==> config.mk <==
export PLATFORM = sky130hd
export DESIGN_NAME = div_unit_flat
export DESIGN_NICKNAME = d
export VERILOG_FILES = /design/src/rtl/div_unit_if.sv /design/src/rtl/div_unit.sv /design/src/flat_wrapper.sv
export SDC_FILE = /design/constraint.sdc
export NUM_CORES = 1
export LEC_CHECK = 0
export ABC_CLOCK_PERIOD_IN_PS = 5600
export CAP_MARGIN = 20
export CORE_ASPECT_RATIO = 1.75
export CORE_MARGIN = 3
export CORE_UTILIZATION = 60
export CTS_BUF_LIST = sky130_fd_sc_hd__clkbuf_8
export CTS_CLUSTER_SIZE = 14
export DETAILED_ROUTE_END_ITERATION = 7
export MAX_ROUTING_LAYER = met4
export PLACE_DENSITY = 0.92
export SETUP_SLACK_MARGIN = 0.4
export SYNTH_ARGS = -nofsm -noshare
export SYNTH_HDL_FRONTEND = slang
export SYNTH_SLANG_ARGS = --single-unit
==> constraint.sdc <==
create_clock -name clk -period 5.6 [get_ports clk]
set_input_delay 1.12 -clock clk [delete_from_list [all_inputs] [get_ports clk]]
set_output_delay 1.12 -clock clk [all_outputs]
set_load 0.01 [all_outputs]
==> src/rtl/div_unit_if.sv <==
// Handshake bundle between the EX stage and the multi-cycle divider.
//   signed_div_i : 1 = signed (div), 0 = unsigned (divu), sampled with start_i
//   opdata1_i    : dividend, sampled with start_i
//   opdata2_i    : divisor, sampled with start_i
//   start_i      : request, held high by EX until the result is taken
//   annul_i      : abort the division in progress
//   result_o     : {remainder, quotient}, registered
//   ready_o      : result valid, registered
// master = EX stage side, slave = divider side.
interface div_unit_if #(
    parameter int unsigned DATA_W = 32
);
    logic                  signed_div_i;
    logic [DATA_W-1:0]     opdata1_i;
    logic [DATA_W-1:0]     opdata2_i;
    logic                  start_i;
    logic                  annul_i;
    logic [2*DATA_W-1:0]   result_o;
    logic                  ready_o;

    modport master (
        output signed_div_i,
        output opdata1_i,
        output opdata2_i,
        output start_i,
        output annul_i,
        input  result_o,
        input  ready_o
    );

    modport slave (
        input  signed_div_i,
        input  opdata1_i,
        input  opdata2_i,
        input  start_i,
        input  annul_i,
        output result_o,
        output ready_o
    );
endinterface

==> src/rtl/div_unit.sv <==
// Multi-cycle restoring integer divider for div/divu, one quotient bit per clock.
//   clk  : rising-edge clock
//   rst  : asynchronous active-low reset
//   bus  : div_unit_if slave modport (operands, start/annul, result, ready)
// Result format is {remainder, quotient}; the remainder follows the dividend's
// sign and the quotient is negated when operand signs differ (signed mode only).
module div_unit #(
    parameter int unsigned DATA_W = 32
) (
    input  logic          clk,
    input  logic          rst,
    div_unit_if.slave     bus
);

    localparam int unsigned         CntW    = $clog2(DATA_W + 1);
    localparam logic [CntW-1:0]     CntLast = CntW'(DATA_W);
    localparam logic [DATA_W-1:0]   OneW    = DATA_W'(1);

    typedef enum logic [1:0] {StFree, StByZero, StOn, StEnd} state_e;

    state_e                 state_q, state_d;
    logic [CntW-1:0]        cnt_q, cnt_d;
    // {partial remainder (DATA_W+1 bits), dividend bits shifting out / quotient shifting in}
    logic [2*DATA_W:0]      work_q, work_d;
    logic [DATA_W-1:0]      divisor_q, divisor_d;
    logic                   neg_quo_q, neg_quo_d;
    logic                   neg_rem_q, neg_rem_d;
    logic [2*DATA_W-1:0]    result_q, result_d;
    logic                   ready_q, ready_d;

    // Operand magnitudes at the start edge
    logic                   a_neg, b_neg;
    logic [DATA_W-1:0]      a_mag, b_mag;

    // One iteration: shift in next dividend bit, trial-subtract the divisor.
    // One extra bit above the DATA_W+1 remainder holds the borrow.
    logic [DATA_W:0]        shifted_rem;
    logic [DATA_W+1:0]      trial;

    // Final sign correction
    logic [DATA_W-1:0]      quo_mag, rem_mag, quo_fix, rem_fix;

    always_comb begin
        a_neg = bus.signed_div_i & bus.opdata1_i[DATA_W-1];
        b_neg = bus.signed_div_i & bus.opdata2_i[DATA_W-1];
        a_mag = a_neg ? (~bus.opdata1_i + OneW) : bus.opdata1_i;
        b_mag = b_neg ? (~bus.opdata2_i + OneW) : bus.opdata2_i;

        shifted_rem = work_q[2*DATA_W-1:DATA_W-1];
        trial       = {1'b0, shifted_rem} - {2'b00, divisor_q};

        quo_mag = work_q[DATA_W-1:0];
        rem_mag = work_q[2*DATA_W-1:DATA_W];
        quo_fix = neg_quo_q ? (~quo_mag + OneW) : quo_mag;
        rem_fix = neg_rem_q ? (~rem_mag + OneW) : rem_mag;
    end

    always_comb begin
        state_d   = state_q;
        cnt_d     = cnt_q;
        work_d    = work_q;
        divisor_d = divisor_q;
        neg_quo_d = neg_quo_q;
        neg_rem_d = neg_rem_q;
        result_d  = result_q;
        ready_d   = ready_q;

        unique case (state_q)
            StFree: begin
                result_d = '0;
                ready_d  = 1'b0;
                // annul_i blocks a start presented in the same cycle
                if (bus.start_i && !bus.annul_i) begin
                    if (bus.opdata2_i == '0) begin
                        state_d = StByZero;
                    end else begin
                        work_d    = {{(DATA_W+1){1'b0}}, a_mag};
                        divisor_d = b_mag;
                        neg_quo_d = a_neg ^ b_neg;
                        neg_rem_d = a_neg;
                        cnt_d     = '0;
                        state_d   = StOn;
                    end
                end
            end
            StByZero: begin
                result_d = '0;
                ready_d  = 1'b1;
                state_d  = StEnd;
            end
            StOn: begin
                // Annul wins even on the completion edge
                if (bus.annul_i) begin
                    cnt_d   = '0;
                    state_d = StFree;
                end else if (cnt_q == CntLast) begin
                    result_d = {rem_fix, quo_fix};
                    ready_d  = 1'b1;
                    state_d  = StEnd;
                end else begin
                    if (!trial[DATA_W+1]) begin
                        work_d = {trial[DATA_W:0], work_q[DATA_W-2:0], 1'b1};
                    end else begin
                        work_d = {shifted_rem, work_q[DATA_W-2:0], 1'b0};
                    end
                    cnt_d = cnt_q + 1'b1;
                end
            end
            StEnd: begin
                if (!bus.start_i) begin
                    result_d = '0;
                    ready_d  = 1'b0;
                    state_d  = StFree;
                end
            end
            default: begin
                state_d = StFree;
            end
        endcase
    end

    always_ff @(posedge clk or negedge rst) begin
        if (!rst) begin
            state_q   <= StFree;
            cnt_q     <= '0;
            work_q    <= '0;
            divisor_q <= '0;
            neg_quo_q <= 1'b0;
            neg_rem_q <= 1'b0;
            result_q  <= '0;
            ready_q   <= 1'b0;
        end else begin
            state_q   <= state_d;
            cnt_q     <= cnt_d;
            work_q    <= work_d;
            divisor_q <= divisor_d;
            neg_quo_q <= neg_quo_d;
            neg_rem_q <= neg_rem_d;
            result_q  <= result_d;
            ready_q   <= ready_d;
        end
    end

    assign bus.result_o = result_q;
    assign bus.ready_o  = ready_q;

endmodule

==> src/flat_wrapper.sv <==
// flat-port wrapper written by rule: the top's interface ports become plain ports
module div_unit_flat 
#(
    parameter int unsigned DATA_W = 32
)
  (clk, rst, bus_signed_div_i, bus_opdata1_i, bus_opdata2_i, bus_start_i, bus_annul_i, bus_result_o, bus_ready_o);
  div_unit_if #(.DATA_W(DATA_W)) bus_i ();
  input  logic clk;
  input  logic rst;
  input wire logic [$bits(bus_i.signed_div_i)-1:0] bus_signed_div_i;
  input wire logic [$bits(bus_i.opdata1_i)-1:0] bus_opdata1_i;
  input wire logic [$bits(bus_i.opdata2_i)-1:0] bus_opdata2_i;
  input wire logic [$bits(bus_i.start_i)-1:0] bus_start_i;
  input wire logic [$bits(bus_i.annul_i)-1:0] bus_annul_i;
  output wire logic [$bits(bus_i.result_o)-1:0] bus_result_o;
  output wire logic [$bits(bus_i.ready_o)-1:0] bus_ready_o;
  assign bus_i.signed_div_i = bus_signed_div_i;
  assign bus_i.opdata1_i = bus_opdata1_i;
  assign bus_i.opdata2_i = bus_opdata2_i;
  assign bus_i.start_i = bus_start_i;
  assign bus_i.annul_i = bus_annul_i;
  assign bus_result_o = bus_i.result_o;
  assign bus_ready_o = bus_i.ready_o;
  div_unit #(.DATA_W(DATA_W)) u_core (.clk(clk), .rst(rst), .bus(bus_i));
endmodule
==> results of run 1 <==
[kinds of logic after synthesis]
family | share of synthesized area (%)
AND/OR/NAND/NOR | 18.0
AO/OA/AOI/OAI | 21.5
flip-flops | 38.1
XOR/XNOR | 11.1
buffers and inverters | 4.30
adder cells (fa/ha/maj) | 4.86
multiplexers | 2.24
[synthesized netlist by cell type, drive strengths merged (7+ instances only)]
cell / count / area (um2)
a21o: 17 / 128
a21oi: 94 / 470
a31oi: 14 / 87.6
buf: 18 / 93.8
clkbuf: 47 / 186
dfrtp: 171 / 4280
ha: 42 / 526
inv: 54 / 203
mux2i: 24 / 240
nand2: 215 / 807
nand2b: 8 / 50.1
nand3: 10 / 55.1
nand4: 8 / 50.1
nor2: 92 / 345
nor2b: 7 / 43.8
nor3: 12 / 71.3
nor4: 11 / 96.3
o21ai: 186 / 931
o221ai: 9 / 78.8
o31ai: 36 / 285
o41ai: 11 / 119
or3: 18 / 123
or4: 25 / 223
xnor2: 38 / 333
xor2: 104 / 911
[per-stage QoR]
| stage | setup WS [ns] | hold slack [ns] |
|---|---|---|
| global placement | 0.842 | 0.460 |
| global route | 1.04 | 0.516 |
| detailed placement | 0.742 | 0.469 |
| floorplan | 1.91 | 0.450 |
| finish | 1.20 | 0.482 |
| CTS | 1.24 | 0.490 |
[critical path, cell delays in order]
cell	delay (ns)
clkdlybuf4s50_1	0.45
or4_1	0.62
nor4_2	0.40
nand4_1	0.27
or4_1	0.61
a21oi_1	0.28
or2_2	0.45
nor2_1	0.17
a22o_1	0.21
a31o_1	0.17
[layer usage]
metal / routed length, um / global-route usage [%] / share of wire [%] / vias to the layer above
li1: - / - / - / 4898
met1: 10100 / 30.8 / 37 / 4831
met2: 14800 / 50.2 / 54 / 348
met3: 1440 / 3.87 / 5.2 / 88
met4: 1140 / 13.2 / 4.2 / 0
met5: 0 / - / 0 / -
[final timing paths]
kind | from | end | slack [ns] | depth (start not counted)
max in group asynchronous | rst | u_core.work_q[28] | 3.76 | 2
worst max register to register | u_core.work_q[57] | u_core.work_q[50] | 2.00 | 10
worst max-delay path | bus_opdata2_i[8] | u_core.work_q[59] | 1.20 | 10
worst min-delay path | u_core.bus.result_o[38] | u_core.bus.result_o[38] | 0.48 | 2
min in group asynchronous | rst | u_core.divisor_q[30] | 0.68 | 1
worst min register to register | u_core.bus.result_o[38] | u_core.bus.result_o[38] | 0.48 | 2
[area by class of cell]
cell class	count	area [um2]	share of cell area (%)
clock buffers	17	234	1.78
clock inverters	15	200	1.52
inverters	54	203	1.54
multi-input cells	1044	6480	49.4
flip-flops and latches	171	4280	32.6
well taps	234	293	2.23
repair buffers	146	1440	11.0
[state kept, by name, indices dropped and copies added, names as in the netlist]
register and cells:
u_core.bus.ready_o 1, u_core.bus.result_o 64, u_core.cnt_q 6, u_core.divisor_q 32, u_core.neg_quo_q 1, u_core.neg_rem_q 1, u_core.state_q 2, u_core.work_q 64
[power groups by stage]
stage / Combinational, mW / Sequential (mW) / Clock, mW
floorplan: 1.86 / 1.74 / 0
CTS: 2.35 / 1.84 / 0.966
global route: 2.65 / 1.89 / 1.02
detailed placement: 2.32 / 1.86 / 0
finish: 2.35 / 1.85 / 0.955
global placement: 2.25 / 1.84 / 0
==> results.sh, run 1 <==
export IMPL_vias=10200
export IMPL_setup_viol_count_final=0
export IMPL_wl_per_cell_um=16.3
export IMPL_grt_pass1_vias=9947
export IMPL_drc=0
export IMPL_grt_max_degree=81
export IMPL_hold_violations=0
export IMPL_port_buffers=133
export IMPL_dpl_cell_area_um2=12700
export IMPL_p_sw_share_pct=43.4
export IMPL_cts_max_level=4
export IMPL_cts_root_buffer="clkbuf_8"
export IMPL_required_ns=5.97
export IMPL_syn_area_um2=11200
export IMPL_vdd_ir_drop_max_uv=208
export IMPL_io_pins=134
export IMPL_seq_power_share_pct=35.9
export IMPL_rows=65
export IMPL_run_status="finished, final reports clean"
export IMPL_ys_seq_elements=171
export IMPL_rsz0062_at_grt="false"
export IMPL_ys_flop_type="dfrtp_1"
export IMPL_p_total_mw=5.15
export IMPL_postCtsSetupRepairBufs=0
export IMPL_hp_class="reg2reg"
export IMPL_die_area_um2=20500
export IMPL_drt_iter0_drc=655
export IMPL_synth_cell_types=66
export IMPL_max_cap_violations=0
export IMPL_die_h_um=187
export IMPL_clock_latency_ns=0.48
export IMPL_power_density_nw_per_um2=392
export IMPL_pwr_share_clk_pct=18.5
export IMPL_ant_nets=0
export IMPL_area_growth_pct=16.9
export IMPL_fin_tns_setup_ns=0
export IMPL_finalCriticalPeriod_ns=4.40
export IMPL_mostFrequentLayoutCell="nand2_1"
export IMPL_syn_inst=1334
export IMPL_post_cts_resize_count=0
export IMPL_hold_buffers=0
export IMPL_stdcell_area_um2=13100
export IMPL_async_reset_ff_share_pct=100
export IMPL_vias_per_cell=6.05
export IMPL_synth_warnings=0
export IMPL_relSlewSlack_pct=31.7
export IMPL_post_place_cells=1649
export IMPL_dp_hpwl_mm=20.7
export IMPL_final_nets=1546
export IMPL_max_freq_ghz=0.227
export IMPL_start_kind="input port"
export IMPL_p_comb_share_pct=45.6
export IMPL_cts_sinks=171
export IMPL_slew_viol_final=0
export IMPL_gp_congestion=0.961
export IMPL_internal_power_mw=2.92
export IMPL_numCtsBuffers=17
export IMPL_clk_pin_slew_ns=0.09
export IMPL_synth_edf_count=0
export IMPL_crit_type="in2reg"
export IMPL_p_sw_mw=2.24
export IMPL_syn_nets=1446
export IMPL_n_antenna_cell=0
export IMPL_power_leakage_nw=5.67
export IMPL_crit_path_max_fanout=23
export IMPL_min_period_over_period_pct=78.5
export IMPL_layout_common_cells="nand2_1, dfrtp_1, clkdlybuf4s50_1"
export IMPL_cts_tree="built"
export IMPL_drive_gt1_share_pct=5.46
export IMPL_die_x_um=109
export IMPL_crit_arrival_ns=4.77
export IMPL_avgSynthCellArea_um2=8.42
export IMPL_utilization_pct=72.1
export IMPL_drtPass1Iterations=5
export IMPL_fin_cells=1681
export IMPL_endpoint_kind="flip-flop"
export IMPL_worst_pin_slew_ns=1.02
export IMPL_grt_remaining_overflow=0
export IMPL_seq_area_frac_synth_pct=38.1
export IMPL_antenna_found_initial=0
export IMPL_clock_skew_ns=0.0141
export IMPL_grt_pass1_wl_mm=46.1
export IMPL_core_area_um2=18200
export IMPL_start_util_pct=61.7
export IMPL_wl_mm=27.5
export IMPL_clockBufferDepth=2
export IMPL_fillers=1361
export IMPL_grtUsageTotal_pct=28.5
Power figures use the tool's default switching activity.
==> run 2, diff against run 1 <==
- ABC_CLOCK_PERIOD_IN_PS: 5600 -> 4300
- CORE_UTILIZATION: 60 -> 59
- PLACE_DENSITY: 0.92 -> 0.91
- clock period: 5.6 -> 4.3 ns (I/O delays scaled with it)
==> results.sh, run 2 (same netlist as run 1, synthesis figures left out) <==
export IMPL_run_status="finished, final reports clean"
export IMPL_grt_pass1_wl_mm=46.6
export IMPL_power_leakage_nw=5.73
export IMPL_cts_sinks=171
export IMPL_mostFrequentLayoutCell="nand2_1"
export IMPL_start_kind="input port"
export IMPL_rows=66
export IMPL_min_period_over_period_pct=84.8
export IMPL_grtUsageTotal_pct=28.5
export IMPL_seq_power_share_pct=35.3
export IMPL_critPathMaxStageDelay_ns=0.60
export IMPL_port_buffers=133
export IMPL_post_place_cells=1662
export IMPL_drt_iter0_drc=750
export IMPL_worstPathCellList="clkdlybuf4s50_1 -> or4_1 -> nor3_1 -> nand4_1 -> or4_1 -> a21oi_1 -> a2111o_2 -> buf_12 -> a221oi_1 -> a21oi_1"
export IMPL_required_ns=4.69
export IMPL_critPathSlowestCell="or4_1"
export IMPL_grt_max_degree=90
export IMPL_gp_congestion=0.933
export IMPL_start_util_pct=60.2
export IMPL_rsz0062_at_grt="false"
export IMPL_crit_arrival_ns=4.04
export IMPL_drc=0
export IMPL_post_place_ws_ns=0.103
export IMPL_rrSetupSlack_ns=0.69
export IMPL_slew_viol_final=0
export IMPL_internal_power_mw=3.86
export IMPL_hold_buffers=0
export IMPL_relSlewSlack_pct=30.0
export IMPL_grt_pass1_vias=10100
export IMPL_worst_slack_ns=0.652
export IMPL_die_h_um=189
export IMPL_fin_cells=1698
export IMPL_hp_class="in2async"
export IMPL_max_cap_violations=0
export IMPL_p_sw_mw=2.96
export IMPL_n_antenna_cell=0
export IMPL_p_comb_share_pct=46.8
export IMPL_fin_tns_setup_ns=0
export IMPL_layout_common_cells="nand2_1, dfrtp_1, clkdlybuf4s50_1"
export IMPL_vdd_ir_drop_max_uv=297
export IMPL_wl_per_cell_um=16.5
export IMPL_vias=10100
export IMPL_fillers=1470
export IMPL_hold_violations=0
export IMPL_setup_viol_count_final=0
export IMPL_wl_mm=28.1
export IMPL_worst_pin_slew_ns=1.05
export IMPL_io_pins=134
export IMPL_power_density_nw_per_um2=514
export IMPL_clock_skew_ns=0.0168
export IMPL_die_x_um=110
export IMPL_reg2reg_to="u_core.work_q[62]"
export IMPL_numCtsBuffers=17
export IMPL_crit_path_max_fanout=58
export IMPL_cts_max_level=4
export IMPL_finalCriticalPeriod_ns=3.65
export IMPL_clk_pin_slew_ns=0.10
export IMPL_cts_tree="built"
export IMPL_vias_per_cell=5.97
export IMPL_antenna_found_initial=0
export IMPL_max_freq_ghz=0.274
export IMPL_crit_type="in2reg"
export IMPL_clock_latency_ns=0.47
export IMPL_post_cts_resize_count=0
export IMPL_postCtsSetupRepairBufs=0
export IMPL_ant_nets=0
export IMPL_cts_root_buffer="clkbuf_8"
export IMPL_grt_remaining_overflow=0
export IMPL_endpoint_kind="flip-flop"
export IMPL_final_nets=1559
export IMPL_ff2ff_path_depth=10
export IMPL_drtPass1Iterations=7
export IMPL_area_growth_pct=18.1
export IMPL_p_sw_share_pct=43.4
export IMPL_clockBufferDepth=2
export IMPL_pwr_share_clk_pct=17.9
export IMPL_drive_gt1_share_pct=6.30
export IMPL_r2r_start="u_core.work_q[32]"
export IMPL_core_area_um2=18700
export IMPL_die_area_um2=20800
export IMPL_dp_hpwl_mm=21.1
export IMPL_utilization_pct=71.1
==> run 2: cell types whose count changed in the layout (fill, tap and decap cells not counted), sizes merged <==
cell      delta
clkinv       +1
inv          -4
buf         +13
clkbuf       +1
clkinvlp     +2
==> run 2: worst max path at each step <==
stage	from	endpoint	slack [ns]	depth (start not counted)
2_1_floorplan	bus_opdata1_i[5]	u_core.work_q[29]	0.87	9
3_3_place_gp	bus_opdata1_i[5]	u_core.work_q[29]	0.25	10
3_5_place_dp	bus_opdata2_i[8]	u_core.work_q[31]	0.10	11
4_1_cts	bus_opdata2_i[8]	u_core.work_q[31]	0.59	11
5_1_grt	u_core.work_q[32]	u_core.work_q[53]	0.40	10
6_report	bus_opdata2_i[13]	u_core.work_q[31]	0.65	10
==> run 2: cell type report <==
cell class                      count  area [um2]  area share, %
Multi-Input combinational cell   1044        6480           48.9
Sequential cell                   171        4280           32.2
Timing Repair Buffer              159        1580           11.9
Tap cell                          238         298           2.24
Clock buffer                       18         248           1.87
Inverter                           54         203           1.53
Clock inverter                     14         184           1.39
==> run 2: worst max-delay path: cells and delay by family <==
kind | cells | cell delay (ns)
compound gates | 4 | 0.77
simple gates | 4 | 1.63
buf+inv | 2 | 0.74
==> run 2: per-stage QoR <==
stage	total power, mW	area, um2	hold slack [ns]
2_1_floorplan	4.69	11200	0.450
3_3_place_gp	5.38	12800	0.461
3_5_place_dp	5.52	12800	0.469
4_1_cts	6.79	13200	0.461
5_1_grt	7.32	13300	0.503
6_report	6.82	13300	0.443
==> run 2: power by group through the flow <==
stage / Clock, mW / Combinational (mW) / Sequential [mW]
after floorplan: 0 / 2.42 / 2.26
after global placement: 0 / 2.98 / 2.40
after detailed placement: 0 / 3.11 / 2.42
after CTS: 1.24 / 3.15 / 2.40
after global routing: 1.30 / 3.56 / 2.47
final: 1.22 / 3.19 / 2.41
==> run 2: metal layers <==
| metal | routed length (um) | track usage [%] |
|---|---|---|
| met4 | 1410 | 14.6 |
| met5 | 0 | - |
| met1 | 10400 | 30.2 |
| met3 | 1240 | 3.63 |
| met2 | 15000 | 50.6 |
==> run 3, diff against run 2 <==
- ABC_CLOCK_PERIOD_IN_PS: 4300 -> 3450
- clock period: 4.3 -> 3.45 ns (I/O delays scaled with it)
==> results.sh, run 3 (same netlist as run 1, synthesis figures left out) <==
export IMPL_run_status="complete, but fails checks"
export IMPL_violations="DRC, setup timing"
export IMPL_worst_pin_slew_ns=0.815
export IMPL_cts_sinks=171
export IMPL_fin_cells=1844
export IMPL_setup_viol_count_final=7
export IMPL_hp_class="in2async"
export IMPL_endpoint_kind="flip-flop"
export IMPL_min_period_over_period_pct=103
export IMPL_reg2reg_to="u_core.bus.result_o[58]"
export IMPL_stdcell_area_um2=15400
export IMPL_antenna_found_initial=2
export IMPL_drive_gt1_share_pct=23.5
export IMPL_cts_root_buffer="clkbuf_8"
export IMPL_vias=13200
export IMPL_cts_tree="built"
export IMPL_rsz0062_at_grt="true"
export IMPL_worst_slack_ns=-0.117
export IMPL_drtPass1Iterations=8
export IMPL_io_pins=134
export IMPL_crit_path_max_fanout=4
export IMPL_vdd_ir_drop_max_uv=402
export IMPL_clock_latency_ns=0.52
export IMPL_area_growth_pct=37.5
export IMPL_post_place_ws_ns=-0.417
export IMPL_ant_nets=0
export IMPL_dpl_cell_area_um2=13400
export IMPL_hold_violations=0
export IMPL_numCtsBuffers=17
export IMPL_hold_buffers=0
export IMPL_dp_hpwl_mm=22.2
export IMPL_clock_skew_ns=0.0261
export IMPL_start_kind="flip-flop"
export IMPL_core_area_um2=18700
export IMPL_drc=23
export IMPL_post_place_cells=1732
export IMPL_start_util_pct=60.2
export IMPL_slew_viol_final=0
export IMPL_max_cap_violations=0
export IMPL_clockBufferDepth=2
export IMPL_relSlewSlack_pct=45.6
export IMPL_final_nets=1703
export IMPL_rows=66
export IMPL_grt_pass1_vias=11300
export IMPL_port_buffers=133
export IMPL_max_freq_ghz=0.280
export IMPL_p_total_mw=10.9
export IMPL_critPathCapture="u_core.bus.result_o[58]"
export IMPL_wl_per_cell_um=25.5
export IMPL_drt_iter0_drc=2217
export IMPL_required_ns=3.83
export IMPL_rrSetupSlack_ns=-0.12
export IMPL_grt_max_degree=72
export IMPL_power_leakage_nw=6.78
export IMPL_gp_congestion=0.952
export IMPL_vias_per_cell=7.14
export IMPL_clk_pin_slew_ns=0.11
export IMPL_ff2ff_path_depth=9
export IMPL_cts_max_level=4
export IMPL_finalCriticalPeriod_ns=3.57
export IMPL_worstSetupStartpoint="u_core.work_q[39]"
export IMPL_power_density_nw_per_um2=704
export IMPL_crit_arrival_ns=3.94
export IMPL_mostFrequentLayoutCell="nand2_1"
export IMPL_grt_remaining_overflow=0
export IMPL_die_h_um=189
export IMPL_wl_mm=47.0
export IMPL_r2r_start="u_core.work_q[39]"
export IMPL_crit_type="reg2reg"
export IMPL_grtUsageTotal_pct=32.9
export IMPL_grt_pass1_wl_mm=53.1
export IMPL_layout_common_cells="nand2_1, dfrtp_1, buf_4"
export IMPL_die_area_um2=20800
export IMPL_die_x_um=110
[run 3: worst min path at each step]
stage,to,cells after the start,from
floorplan,u_core.bus.ready_o,0,rst
global placement,u_core.bus.result_o[47],2,u_core.bus.result_o[47]
detailed placement,u_core.bus.result_o[54],2,u_core.bus.result_o[54]
CTS,u_core.bus.result_o[32],1,rst
global route,u_core.work_q[27],1,rst
finish,u_core.work_q[29],1,rst
[run 3: what timing repair did]
| item | 4_1_cts | 5_1_grt |
|---|---|---|
| setup buffers | 22 | 39 |
| gates resized for setup | 75 | 158 |
| gates cloned | 4 | 11 |
| setup endpoints to repair | 118 | 114 |
| pin swaps | 37 | 62 |
[run 3: layout make-up]
class,instances,area (um2)
antenna,2,5.00
clock buffer,17,234
clock inverter,15,156
fill,885,3220
inverter,54,203
multi-input combinational,1044,7220
sequential,171,4290
tap,238,298
timing repair buffer,303,3040
[run 3: power by group]
| part | internal (mW) | leakage (nW) | switching, mW |
|---|---|---|---|
| Clock | 0.598 | 0.199 | 0.896 |
| Sequential | 2.45 | 2.23 | 0.634 |
| Combinational | 2.57 | 4.35 | 3.72 |
| Total | 5.62 | 6.78 | 5.25 |
[run 3: metrics by stage]
step           setup TNS [ns]  utilization [%]  hold slack [ns]
5_1_grt                -0.833             82.7            0.209
6_report               -0.410             82.7            0.162
2_1_floorplan               0                -            0.394
4_1_cts                     0             76.7            0.223
3_5_place_dp           -18.34             71.9            0.470
3_3_place_gp           -11.13             71.9            0.460
[run 3: critical path: stages (launching register included)]
cell	delay, ns
dfrtp_1	0.41
or4_4	0.56
nor3_4	0.31
nand3_2	0.16
or3_4	0.36
or4_4	0.45
or4_4	0.51
o41ai_4	0.24
xor2_1	0.31
o21ai_1	0.10
[run 3: routing by layer]
layer	vias to the layer above	track usage, %	wire length [um]
met4	0	21.2	5370
li1	5209	-	-
met2	1390	56.1	21800
met3	598	5.69	5700
met1	5961	34.0	14100
met5	-	-	0
